[src/rtl/seq_detect_fsm.sv]
// Serial pattern detector: one-cycle match pulse when the last PAT_W accepted bits equal PATTERN.
// Optional sticky 'seen' output enabled by defining SEQ_DET_STICKY_EN.
module seq_detect_fsm #(
  parameter int unsigned      PAT_W   = 4,
  parameter logic [PAT_W-1:0] PATTERN = 4'b1011,
  parameter int unsigned      CNT_W   = 8
) (
  input  logic             clk,
  input  logic             reset,
  input  logic             in_valid,
  input  logic             x,
  input  logic             overlap,
  input  logic             clr,
  output logic             y,
  output logic [CNT_W-1:0] match_count,
  output logic [1:0]       state
`ifdef SEQ_DET_STICKY_EN
  ,
  output logic             seen
`endif
);

  localparam int unsigned      FillW    = $clog2(PAT_W + 1);
  localparam logic [FillW-1:0] FillFull = FillW'(PAT_W);

  typedef enum logic [1:0] {
    StEmpty = 2'd0,
    StFill  = 2'd1,
    StFull  = 2'd2
  } state_e;

  logic [PAT_W-1:0] r_hist, w_hist_nxt;
  logic [FillW-1:0] r_fill, w_fill_nxt;
  state_e           r_state, w_state_nxt;
  logic             r_y, w_y_nxt;
  logic [CNT_W-1:0] r_count, w_count_nxt;

  logic [PAT_W-1:0] w_hist_shift;
  logic [FillW-1:0] w_fill_inc;
  logic             w_match;

  // Match is judged on the post-shift history so latency is exactly one edge.
  assign w_hist_shift = {r_hist[PAT_W-2:0], x};
  assign w_fill_inc   = (r_fill == FillFull) ? FillFull : r_fill + FillW'(1);
  assign w_match      = in_valid && (w_fill_inc == FillFull) && (w_hist_shift == PATTERN);

  always_ff @(posedge clk or negedge reset) begin
    if (!reset) begin
      r_hist  <= '0;
      r_fill  <= '0;
      r_state <= StEmpty;
      r_y     <= 1'b0;
      r_count <= '0;
    end else begin
      r_hist  <= w_hist_nxt;
      r_fill  <= w_fill_nxt;
      r_state <= w_state_nxt;
      r_y     <= w_y_nxt;
      r_count <= w_count_nxt;
    end
  end

  always_comb begin
    w_hist_nxt  = r_hist;
    w_fill_nxt  = r_fill;
    w_state_nxt = r_state;
    w_y_nxt     = 1'b0;
    w_count_nxt = r_count;
    if (clr) begin
      w_hist_nxt  = '0;
      w_fill_nxt  = '0;
      w_state_nxt = StEmpty;
      w_count_nxt = '0;
    end else if (in_valid) begin
      w_hist_nxt  = w_hist_shift;
      w_fill_nxt  = w_fill_inc;
      w_state_nxt = (w_fill_inc == FillFull) ? StFull : StFill;
      if (w_match) begin
        w_y_nxt = 1'b1;
        if (!(&r_count)) begin
          w_count_nxt = r_count + CNT_W'(1);
        end
        if (!overlap) begin
          w_hist_nxt  = '0;
          w_fill_nxt  = '0;
          w_state_nxt = StEmpty;
        end
      end
    end
  end

  assign y           = r_y;
  assign match_count = r_count;
  assign state       = r_state;

`ifdef SEQ_DET_STICKY_EN
  logic r_seen, w_seen_nxt;

  always_comb begin
    w_seen_nxt = r_seen;
    if (clr) begin
      w_seen_nxt = 1'b0;
    end else if (w_match) begin
      w_seen_nxt = 1'b1;
    end
  end

  always_ff @(posedge clk or negedge reset) begin
    if (!reset) begin
      r_seen <= 1'b0;
    end else begin
      r_seen <= w_seen_nxt;
    end
  end

  assign seen = r_seen;
`endif

endmodule

[config.mk]
export PLATFORM = sky130hd
export DESIGN_NAME = seq_detect_fsm
export DESIGN_NICKNAME = d
export VERILOG_FILES = /design/src/rtl/seq_detect_fsm.sv
export SDC_FILE = /design/constraint.sdc
export NUM_CORES = 1
export LEC_CHECK = 0
export ABC_AREA = 1
export BUFFER_PORTS_ARGS = -buffer_cell sky130_fd_sc_hd__buf_2
export CORE_MARGIN = 2
export CORE_UTILIZATION = 48
export DETAILED_ROUTE_END_ITERATION = 6
export GPL_TIMING_DRIVEN = 0
export PLACE_DENSITY = 0.73
export REMOVE_ABC_BUFFERS = 1
export SYNTH_ARGS = -nofsm -noshare
export SYNTH_HDL_FRONTEND = slang
export SYNTH_SLANG_ARGS = --single-unit
[constraint.sdc]
create_clock -name clk -period 1.31 [get_ports clk]
set_input_delay 0.1965 -clock clk [delete_from_list [all_inputs] [get_ports clk]]
set_output_delay 0.1965 -clock clk [all_outputs]
set_load 0.05 [all_outputs]
==> run summary, run 1 <==
The run finished, with violations left. The checks that failed: setup timing. For the final database, setup skew stands at 0.00195 ns. The via count of the first global-routing pass came to 897.

From bottom edge to top edge, the die measures 48.9 um. The largest buffer count on any clock path is 2. Ranked by total cell area, the synthesized netlist is headed by dfrtp_1 44%, nand2_1 15%, nand3_1 14%, nor2_1 5.0%, ha_1 3.9%. The portion of the clock cycle consumed by the worst path in the final layout is 1.12. The ratio of total power to cell area is 947 nW/um^2.

The count of input and output buffers is 16. The fraction of final layout cells with drive strength greater than 1 is 0.272. The via-per-instance ratio came out at 5.20. For this design, the sink count on the clock tree is 17.

The met3 routing resource usage after global routing came out at 0.0368. met2 is the most crowded layer. The global routing usage on met1 is 0.275. The number of buffers created by CTS came out at 3. The cell area that synthesis handed to floorplanning was 970 sq um. The largest single stage delay on the critical path is 0.40 ns. The latest clock arrival within the worst-skew pair is 0.30 ns. For this run, the leading register cell type out of synthesis is dfrtp_1. The first-iteration detailed-routing DRC count is 34. The average wire per standard cell is 11.8 um. Setup violations remaining at the end of the flow were counted as 14. The number of register bits inferred by synthesis is 17. The initial standard-cell utilization of the core came out at 0.499. The maximum achievable frequency is 0.679 GHz. The post-detailed-route DRC marker count is 0. The number of warning messages in the yosys log is 0. The final critical-path required period is 1.47 ns. The slowest stage of the critical path belongs to the cell dfrtp_1. The average size of a mapped cell came out at 7.46 sq um. The area of the core region is 1940 sq um. The setup slack after layout is -0.162 ns. The pre-CTS setup slack came out at -0.269 ns.

The cell sitting at the root of the clock tree is a clkbuf_4. After synthesis, the netlist uses 22 different library cells. The fill cell total of the finished layout is 176.

The last weighted congestion value of the routability-driven placer is 0.807. The required time of the worst setup path came out at 1.56 ns. The HPWL after detailed placement is 1430 um.

In this run the count of I/O pins placed on the die edge is 17. The min-delay analysis places its worst path in the category input port to flop. The net total in the final layout is 161. The diode insertion count for antenna repair is 0.

The count of final max-slew check failures was 0. The initial antenna violation count is 0. Counting flops with a built-in enable in the synthesized netlist gives 0.

The category of the worst setup path capture point is a flop. The sum of internal, switching and leakage power is 1.14 mW. In the global route stage, overall resource usage came out at 0.212. The synthesized instance count is 130.

The headroom to the max-slew limit came out at 0.719. TritonCTS built the clock tree. After clock tree synthesis, the clock-pin slew on the worst setup and hold paths is 0.10 ns. Summed over all layers, the routed wires come to 2110 um.

The measured slew at the worst slew-check pin is 0.420 ns. Across the run, the number of max-cap violations was 0. The synthesis-to-finish area growth is 23.9%.

The fraction of post-synthesis cell area in the top cell type by area is 0.439. The first-pass GRT wire length is 3920 um. The routed via count came out at 925. The routing usage on met2 is 0.342. In this run the register-to-register setup slack is -0.16 ns.

The maximum fanout encountered on the critical timing path came out at 5. The most used standard cell by instance count after synthesis is nand2_1. The static leakage power is 0.613 nW.

The critical path goes through inv_2 -> ha_4 -> inv_2 -> nand2_2 -> a21oi_4 -> nand3_2 -> nand2_2 -> nand3_1 -> nand2_1. The detailed-router iteration count before antenna repair is 4. The proportion of register bits with asynchronous set or reset after synthesis came out at 1.00. The remaining global-route overflow is 0. Setup repair after global routing could not meet its margin everywhere.

The arrival time reported for the critical path endpoint is 1.72 ns. Once detail routing completed, the nets flagged for antenna violations numbered 0. The pin count of the biggest net entering global routing is 18.

The floorplan step set the die width to 48.9 um. The area enclosed by the die boundary is 2400 sq um. The sequential share of the synthesized area came out at 0.439.

The startpoint-to-endpoint class of the critical path is flop to flop. The maximum level of the CTS H-tree came out at 1. The number of hold violations in the final report was 0. dfrtp_1 takes more of the synthesized area than any other cell.

In the synthesized netlist, the cells that appear most often are 38 x nand2_1, 28 x nand3_1, 17 x dfrtp_1. The number of rows in the core area is 16. The worst setup path is launched from a flop. The largest voltage drop on the vdd net is 0.617 mV.
==> repair_timing <==
action,4_1_cts,5_1_grt
hold endpoints to repair,17,0
gates resized for setup,12,6
pin swaps,4,1
endpoints found under the setup margin,14,17
buffers inserted,2,0
hold buffers,1,0
==> per-stage QoR <==
step / hold WS (ns) / cell area [sq um] / util / TNS (ns) / cells
2_1_floorplan: -0.0991 / 960 / - / -2.66 / 128
3_3_place_gp: 0.132 / 1070 / 0.553 / -2.89 / 171
3_5_place_dp: 0.136 / 1070 / 0.553 / -2.97 / 171
4_1_cts: 0.147 / 1180 / 0.608 / -1.58 / 178
5_1_grt: 0.154 / 1200 / 0.619 / -3.31 / 178
6_report: 0.144 / 1200 / 0.619 / -1.72 / 178
==> routing by layer <==
layer,up-vias,share of wire
li1,467,-
met1,429,0.47
met2,22,0.47
met3,7,0.044
met4,0,0.023
met5,-,0
==> where the power goes <==
group,total [mW],internal (mW),switching (mW)
logic,0.276,0.0958,0.181
registers,0.579,0.555,0.0240
clock network,0.282,0.114,0.168
==> worst max-delay path, delay by kind of cell, from the launching register on <==
family	cells	cell delay (ns)
flip-flops	1	0.40
AND/OR/NAND/NOR	5	0.49
adder cells (fa/ha/maj)	1	0.20
buffers and inverters	2	0.12
AO/OA/AOI/OAI	1	0.18
==> final cells by class <==
class | instances | area [sq um] | share of cell area
clock inverters | 1 | 5.00 | 0.00417
inverters | 13 | 50.0 | 0.0417
well taps | 27 | 33.8 | 0.0281
clock buffers | 3 | 22.5 | 0.0188
multi-input cells | 98 | 552 | 0.459
flip-flops and latches | 17 | 425 | 0.354
repair buffers | 19 | 113 | 0.0938
==> registers in the layout (all words and copies together), names as in the netlist <==
signal,cells
state,2
r_hist,3
match_count,8
r_fill,3
y,1
==> cells in the final DEF (no fill, tap or decap), drive strengths merged <==
master,instances
o21bai,1
a21oi,1
nand3,29
nor2,15
inv,10
xor2,2
and2,1
clkbuf,6
dlygate4sd3,1
dfrtp,17
buf,15
clkinv,4
and3,1
nand2,39
ha,3
o21ai,3
nor3b,1
nand4,2
==> final timing paths <==
| path | startpoint | depth (start not counted) | end |
|---|---|---|---|
| min in group asynchronous | reset | 2 | r_hist[0] |
| worst max register to register | r_fill[0] | 9 | match_count[0] |
| worst min-delay path | x | 3 | r_hist[0] |
| max in group asynchronous | reset | 2 | match_count[5] |
| worst min register to register | r_hist[2] | 2 | r_hist[2] |
| worst max-delay path | r_fill[0] | 9 | match_count[0] |
==> logic make-up after synthesis <==
logic type	after synthesis	synth area share
AOI/OAI and AO/OA	5	0.0323
buffers and inverters	15	0.0606
adders and majority gates	3	0.0387
xor gates and xnor gates	2	0.0181
DFF	17	0.439
and+or+nand+nor	88	0.412
Note: power is estimated with default switching activity, not from simulation.
==> run 2: changes to the inputs <==
--- a/config.mk
+++ b/config.mk
@@ -8,10 +8,9 @@
 export ABC_AREA = 1
 export BUFFER_PORTS_ARGS = -buffer_cell sky130_fd_sc_hd__buf_2
 export CORE_MARGIN = 2
-export CORE_UTILIZATION = 48
+export CORE_UTILIZATION = 32
 export DETAILED_ROUTE_END_ITERATION = 6
 export GPL_TIMING_DRIVEN = 0
-export PLACE_DENSITY = 0.73
 export REMOVE_ABC_BUFFERS = 1
 export SYNTH_ARGS = -nofsm -noshare
 export SYNTH_HDL_FRONTEND = slang
==> run 2 against run 1 <==
  * The flow still finishes with violations (setup timing)
  * Sequential power about the same
  * Largest cell class unchanged
  * Flip-flop and latch count unchanged
  * Setup slack lost 0.0060 ns
  * Clock power increased by 6%
==> run summary, run 2 (same netlist as run 1, synthesis figures left out) <==
The pre-CTS setup slack came out at -0.306 ns. The measured slew at the worst slew-check pin came out at 0.481 ns. The count of antenna-violating nets left after detailed routing came out at 0. After routing the design area is 1240 sq um. The initial antenna violation count is 0. The last weighted congestion value of the routability-driven placer is 0.786.

The number of buffers created by CTS is 3. Setup repair after global routing could not meet its margin everywhere. The post-detailed-route DRC marker count is 0. The critical path runs through a total of 8 cells.

The number of antenna diodes in the final layout is 0. The number of I/O pins came out at 17. The global-route total usage across every layer came out at 0.147. Traced cell by cell, the critical path runs through inv_2 -> ha_4 -> inv_2 -> nand2_2 -> a21oi_4 -> nand4_4 -> nand3_1 -> nand2_1. The most critical setup path has its startpoint at r_fill[1]. The met3 routing resource usage after global routing is 0.0240. By instance count, the cell type seen most on the critical path is inv_2. The pin count of the biggest net entering global routing came out at 18. The reg-to-reg setup timing slack came out at -0.17 ns. The portion of the clock cycle consumed by the worst path in the final layout is 1.13. For the final routed database, the setup TNS stands at -1.98 ns. In the global route stage, met2 resource usage came out at 0.249.

The floorplan step set the die height to 59.0 um. The number of hold violations in the final report was 0. Across the routed clock network, the largest skew measured is 0.00586 ns. The sum of internal, switching and leakage power is 1.16 mW. In the layout the commonest cells are 35 x nand2_1, 22 x nand3_1, 17 x dfrtp_1, 13 x nor2_1, 11 x buf_2. The origin of the critical flop-to-flop path is r_fill[1].

The synthesis-to-finish area growth is 28.1%. The net total in the final layout came out at 163. The cell count after placement came out at 175.

After detailed placement, the total cell area comes to 1080 sq um. The die is 59.0 um wide. The largest stage delay on the critical path came out at 0.40 ns. The first global-routing pass estimated 3820 um of wire. The number of non-filler instances in the completed layout came out at 184.

The number of max-cap violations came out at 0. The run finished, with violations left. The ratio of total power to cell area is 937 nW/um^2.

The final reports fail on setup timing. The total overflow left after global routing is 0. The worst hold path passes through 3 cells. For this configuration, the core starts out at a cell density of 0.343. The arrival time reported for the critical path endpoint came out at 1.69 ns. The largest buffer count on any clock path came out at 2. Among cell families on the critical path, the largest total delay comes from simple AND/OR/NAND/NOR gates. The final layout contains routed wiring with a total length of 2290 um. Leaving out fill and tap cells, the most frequent cell in the layout is nand2_1. The required time of the worst setup path came out at 1.52 ns. The via count of the first global-routing pass was 894. The number of rows in the core area is 19. The first-iteration detailed-routing DRC count is 16. On the critical path, the stage with the largest delay is an instance of dfrtp_1. The maximum level of the CTS H-tree is 1. The total area inside the core boundary comes to 2830 sq um. IR analysis of the VDD net gives a maximum drop of 0.375 mV. The maximum achievable frequency is 0.677 GHz. The average wire per standard cell is 12.5 um. The fraction of final layout cells with drive strength greater than 1 came out at 0.288. The count of final max-slew check failures came to 0. The area enclosed by the die boundary came out at 3490 sq um. The HPWL after detailed placement is 1510 um. The count of buffer and inverter cells on the critical path is 2.

The number of setup violations in the final report is 14. The static leakage power came out at 0.621 nW. The setup slack after layout is -0.168 ns. The area of the multi-input gates is 569 sq um. The routed via count is 924. Before antenna repair, the detailed router went through 4 iterations. The termination of the worst setup path is match_count[6].

Clock latency on the worst-skew pair, taken at its later pin, is 0.31 ns. The cell count of the worst reg-to-reg path is 8. The clock slew at the register clock pins of the worst setup and hold paths came out at 0.10 ns. The layer flagged by global routing as most heavily used is met2. The path class of the tightest hold or removal check is input port to flop.

The total area of sequential cells came out at 425 sq um. The fill cell total of the finished layout came out at 283. The maximum fanout encountered on the critical timing path is 8.

In this run the critical register-to-register path is captured at match_count[6]. The worst path in the final design needs a cycle of 1.48 ns, including I/O delays and setup. By startpoint and endpoint, the worst setup path is classified as flop to flop. The via-per-instance ratio came out at 5.02. The category of the worst setup path capture point is a flop. The CTS tree is yes. The number of flip-flops under the largest register name is 8. The tree is rooted in a clkbuf_4. The number of clock sinks seen by CTS came out at 17. During placement, the flow inserted port buffers numbering 16.

STA classifies the critical path startpoint as a flop. The headroom to the max-slew limit is 0.678. For this run, global-route usage on met1 was measured as 0.172.
## run 2: cell count changes in the layout (fill, tap and decap cells not counted), sizes merged
cell | before | now
buf | 15 | 17
clkbuf | 6 | 7
clkinv | 4 | 3
## run 2: where the power goes
part           switching (mW)  leakage (nW)  internal [mW]  total (mW)
sequential             0.0239         0.231          0.555       0.579
combinational           0.185         0.375          0.103       0.288
clock                   0.178        0.0150          0.119       0.298
total                   0.388         0.621          0.777        1.16
## run 2: area by class of cell
| cell class | instances | share of cell area |
|---|---|---|
| inverter | 13 | 0.0403 |
| tap | 31 | 0.0312 |
| multi-input combinational | 98 | 0.458 |
| clock buffer | 4 | 0.0211 |
| sequential | 17 | 0.342 |
| timing repair buffer | 21 | 0.107 |
## run 2: worst register-to-register path, cell delays in order, from the launching register on
cell and delay [ns]:
dfrtp_1 0.40, inv_2 0.09, ha_4 0.21, inv_2 0.05
nand2_2 0.05, a21oi_4 0.20, nand4_4 0.20, nand3_1 0.13
nand2_1 0.06
## run 2: how the worst min path moves through the flow
stage,from,to,slack (ns)
2_1_floorplan,reset,match_count[0],-0.1
3_3_place_gp,reset,state[1],0.14
5_1_grt,x,r_hist[0],0.15
4_1_cts,x,r_hist[0],0.14
6_report,x,r_hist[0],0.14
3_5_place_dp,reset,state[1],0.14
## run 2: per-stage QoR
step	hold WS [ns]	utilization
6_report	0.139	0.439
5_1_grt	0.155	0.439
4_1_cts	0.144	0.429
3_5_place_dp	0.144	0.381
3_3_place_gp	0.142	0.381
2_1_floorplan	-0.0991	-
## run 2: what timing repair did
action                                  in CTS  in global routing
endpoints found under the setup margin      14                 17
endpoints found under the hold margin       17                  0
resized for setup                           16                  7
hold buffers                                 1                  0
pin swaps                                    6                  8
buffers inserted                             3                  1
## run 2: routing by layer
layer	wire [um]	share of wire
met5	0	0
met2	1180	0.51
met1	1000	0.44
met3	56	0.024
met4	56	0.024
==> run 3: changes to the inputs <==
--- a/config.mk
+++ b/config.mk
@@ -11,6 +11,7 @@
 export CORE_UTILIZATION = 32
 export DETAILED_ROUTE_END_ITERATION = 6
 export GPL_TIMING_DRIVEN = 0
+export PLACE_DENSITY = 0.49
 export REMOVE_ABC_BUFFERS = 1
 export SYNTH_ARGS = -nofsm -noshare
 export SYNTH_HDL_FRONTEND = slang
==> run 3 against run 2 <==
  * The run still ends with setup timing left
  * Sequential power about the same
  * Clock power up 1%
  * Critical path depth unchanged
  * Largest cell class unchanged
  * Highest routed layer unchanged
==> run summary, run 3 (same netlist as run 1, synthesis figures left out) <==
The run finished, with violations left. The checks that failed: setup timing. Setup violations remaining at the end of the flow were counted as 14. In this run the count of I/O pins placed on the die edge is 17. Input and output buffers added on the ports amount to 16.

The largest voltage drop on the vdd net came out at 0.464 mV. The number of non-filler instances in the completed layout came out at 186. The cell count of the worst reg-to-reg path is 8. The cell count after placement came out at 175. After routing the design area is 1260 sq um. STA classifies the critical path endpoint as a flop.

The wire length reported by the detailed router is 2390 um. The worst setup path startpoint is r_fill[0]. The worst register-to-register path ends at match_count[1]. The maximum achievable frequency came out at 0.667 GHz. The final route contains 925 vias. The largest buffer count on any clock path is 2. The static leakage power is 0.632 nW. The via count of the first global-routing pass came out at 921. The ratio of total power to cell area came out at 950 nW/um^2.

Setup repair after global routing could not meet its margin everywhere. In the routed layout, each cell is associated on average with a via count of 4.97. The overall die width came out at 59.0 um. The last weighted congestion value of the routability-driven placer came out at 0.715. The reg-to-reg setup timing slack is -0.19 ns. The first-iteration detailed-routing DRC count came out at 29. The worst register-to-register path begins at r_fill[0]. The remaining global-route overflow came out at 0. The termination of the worst setup path is match_count[1]. The final critical-path required period is 1.50 ns.

The library cell used most frequently in the layout, excluding fill and tap cells, is nand2_1. The maximum level of the CTS H-tree is 1. The net total in the final layout came out at 165. The setup slack after layout is -0.189 ns. The post-placement cell area came out at 1080 sq um.

The number of hold violations in the final report came out at 0. The worst setup path is of the flop to flop kind. The accumulated negative setup slack came out at -2.17 ns.

The portion of the clock cycle consumed by the worst path in the final layout is 1.14. Across the routed clock network, the largest skew measured is 0.00488 ns. The headroom to the max-slew limit came out at 0.695. The count of antenna-violating nets left after detailed routing is 0. STA classifies the critical path startpoint as a flop. The worst hold-check path type is input port to flop.

The number of max-cap violations came out at 0. Clock tree synthesis selected as its root buffer the cell clkbuf_4. Detailed placement finished with a half-perimeter wire length of 1610 um. The synthesis-to-finish area growth came out at 30.5%. The post-detailed-route DRC marker count is 0.

Measured on the finished design, the core utilization comes to 0.447. The clock slew at the register clock pins of the worst setup and hold paths is 0.11 ns. The area enclosed by the die boundary came out at 3490 sq um. Entering global routing, the biggest net connects 18 pins.

The measured slew at the worst slew-check pin came out at 0.456 ns. The number of flip-flops under the largest register name came out at 8. Across every metal layer, demand over resource in global routing totals 0.159. The fraction of final layout cells with drive strength greater than 1 came out at 0.303. The average wire per standard cell is 12.9 um. The die height came out at 59.0 um.

The initial antenna violation count came out at 0. The diode insertion count for antenna repair came out at 0. The required time of the worst setup path came out at 1.51 ns. In the layout the commonest cells are 34 x nand2_1, 22 x nand3_1, 17 x dfrtp_1, 13 x nor2_1, 12 x buf_2. The detailed-router iteration count before antenna repair is 4.

The number of rows in the core area came out at 19. TritonCTS built the clock tree. The area of the core region came out at 2830 sq um. The pre-CTS setup slack came out at -0.302 ns. The count of final max-slew check failures came out at 0. The latest clock arrival within the worst-skew pair is 0.30 ns. The initial standard-cell utilization of the core is 0.343. The arrival time reported for the critical path endpoint is 1.70 ns. The number of buffers created by CTS is 3. The first-pass GRT wire length came out at 4110 um.

Final hold analysis gives a worst-case slack of 0.134 ns. The number of clock sinks seen by CTS came out at 17. The sum of internal, switching and leakage power is 1.20 mW. The maximum fanout encountered on the critical timing path came out at 8.
run 3: cell count changes in the layout (fill, tap and decap cells not counted), sizes merged:
cell | before | now
buf | 17 | 18
clkbuf | 7 | 8
run 3: routing by layer:
metal	routed length [um]	vias to the layer above	track usage
li1	-	475	-
met1	1180	428	0.212
met2	1070	17	0.251
met3	85	5	0.0218
met4	48	0	0.0812
met5	0	-	0
run 3: area by class of cell:
class	instances	area, sq um
Sequential cell	17	425
Inverter	13	50.0
Multi-Input combinational cell	98	579
Clock buffer	4	26.3
Fill cell	313	1560
Timing Repair Buffer	23	145
Tap cell	31	38.8
run 3: where the power goes:
part	switching (mW)	internal [mW]
Combinational	0.194	0.127
Sequential	0.0233	0.555
Clock	0.184	0.119
Total	0.401	0.801
run 3: how the worst min path moves through the flow:
stage	slack [ns]	start	cells past startpoint	end
floorplan	-0.1	reset	0	match_count[0]
global placement	0.15	reset	1	r_hist[2]
detailed placement	0.15	reset	1	r_hist[0]
CTS	0.13	x	3	r_hist[0]
global route	0.16	x	3	r_hist[0]
finish	0.13	x	3	r_hist[0]
run 3: what timing repair did:
item                                   in CTS  in global routing
resized for setup                          19                  5
endpoints found under the hold margin      17                  0
setup buffers                               5                  1
pin swaps                                   7                  7
hold buffers                                1                  0
setup endpoints to repair                  14                 18
gates cloned                                0                  0
run 3: worst max-delay path, cell delays in order, from the launching register on:
cell     delay (ns)
dfrtp_1        0.40
inv_2          0.09
ha_4           0.21
inv_2          0.04
nand2_2        0.05
a21oi_4        0.20
nand4_4        0.22
nand3_1        0.13
nand2_1        0.06
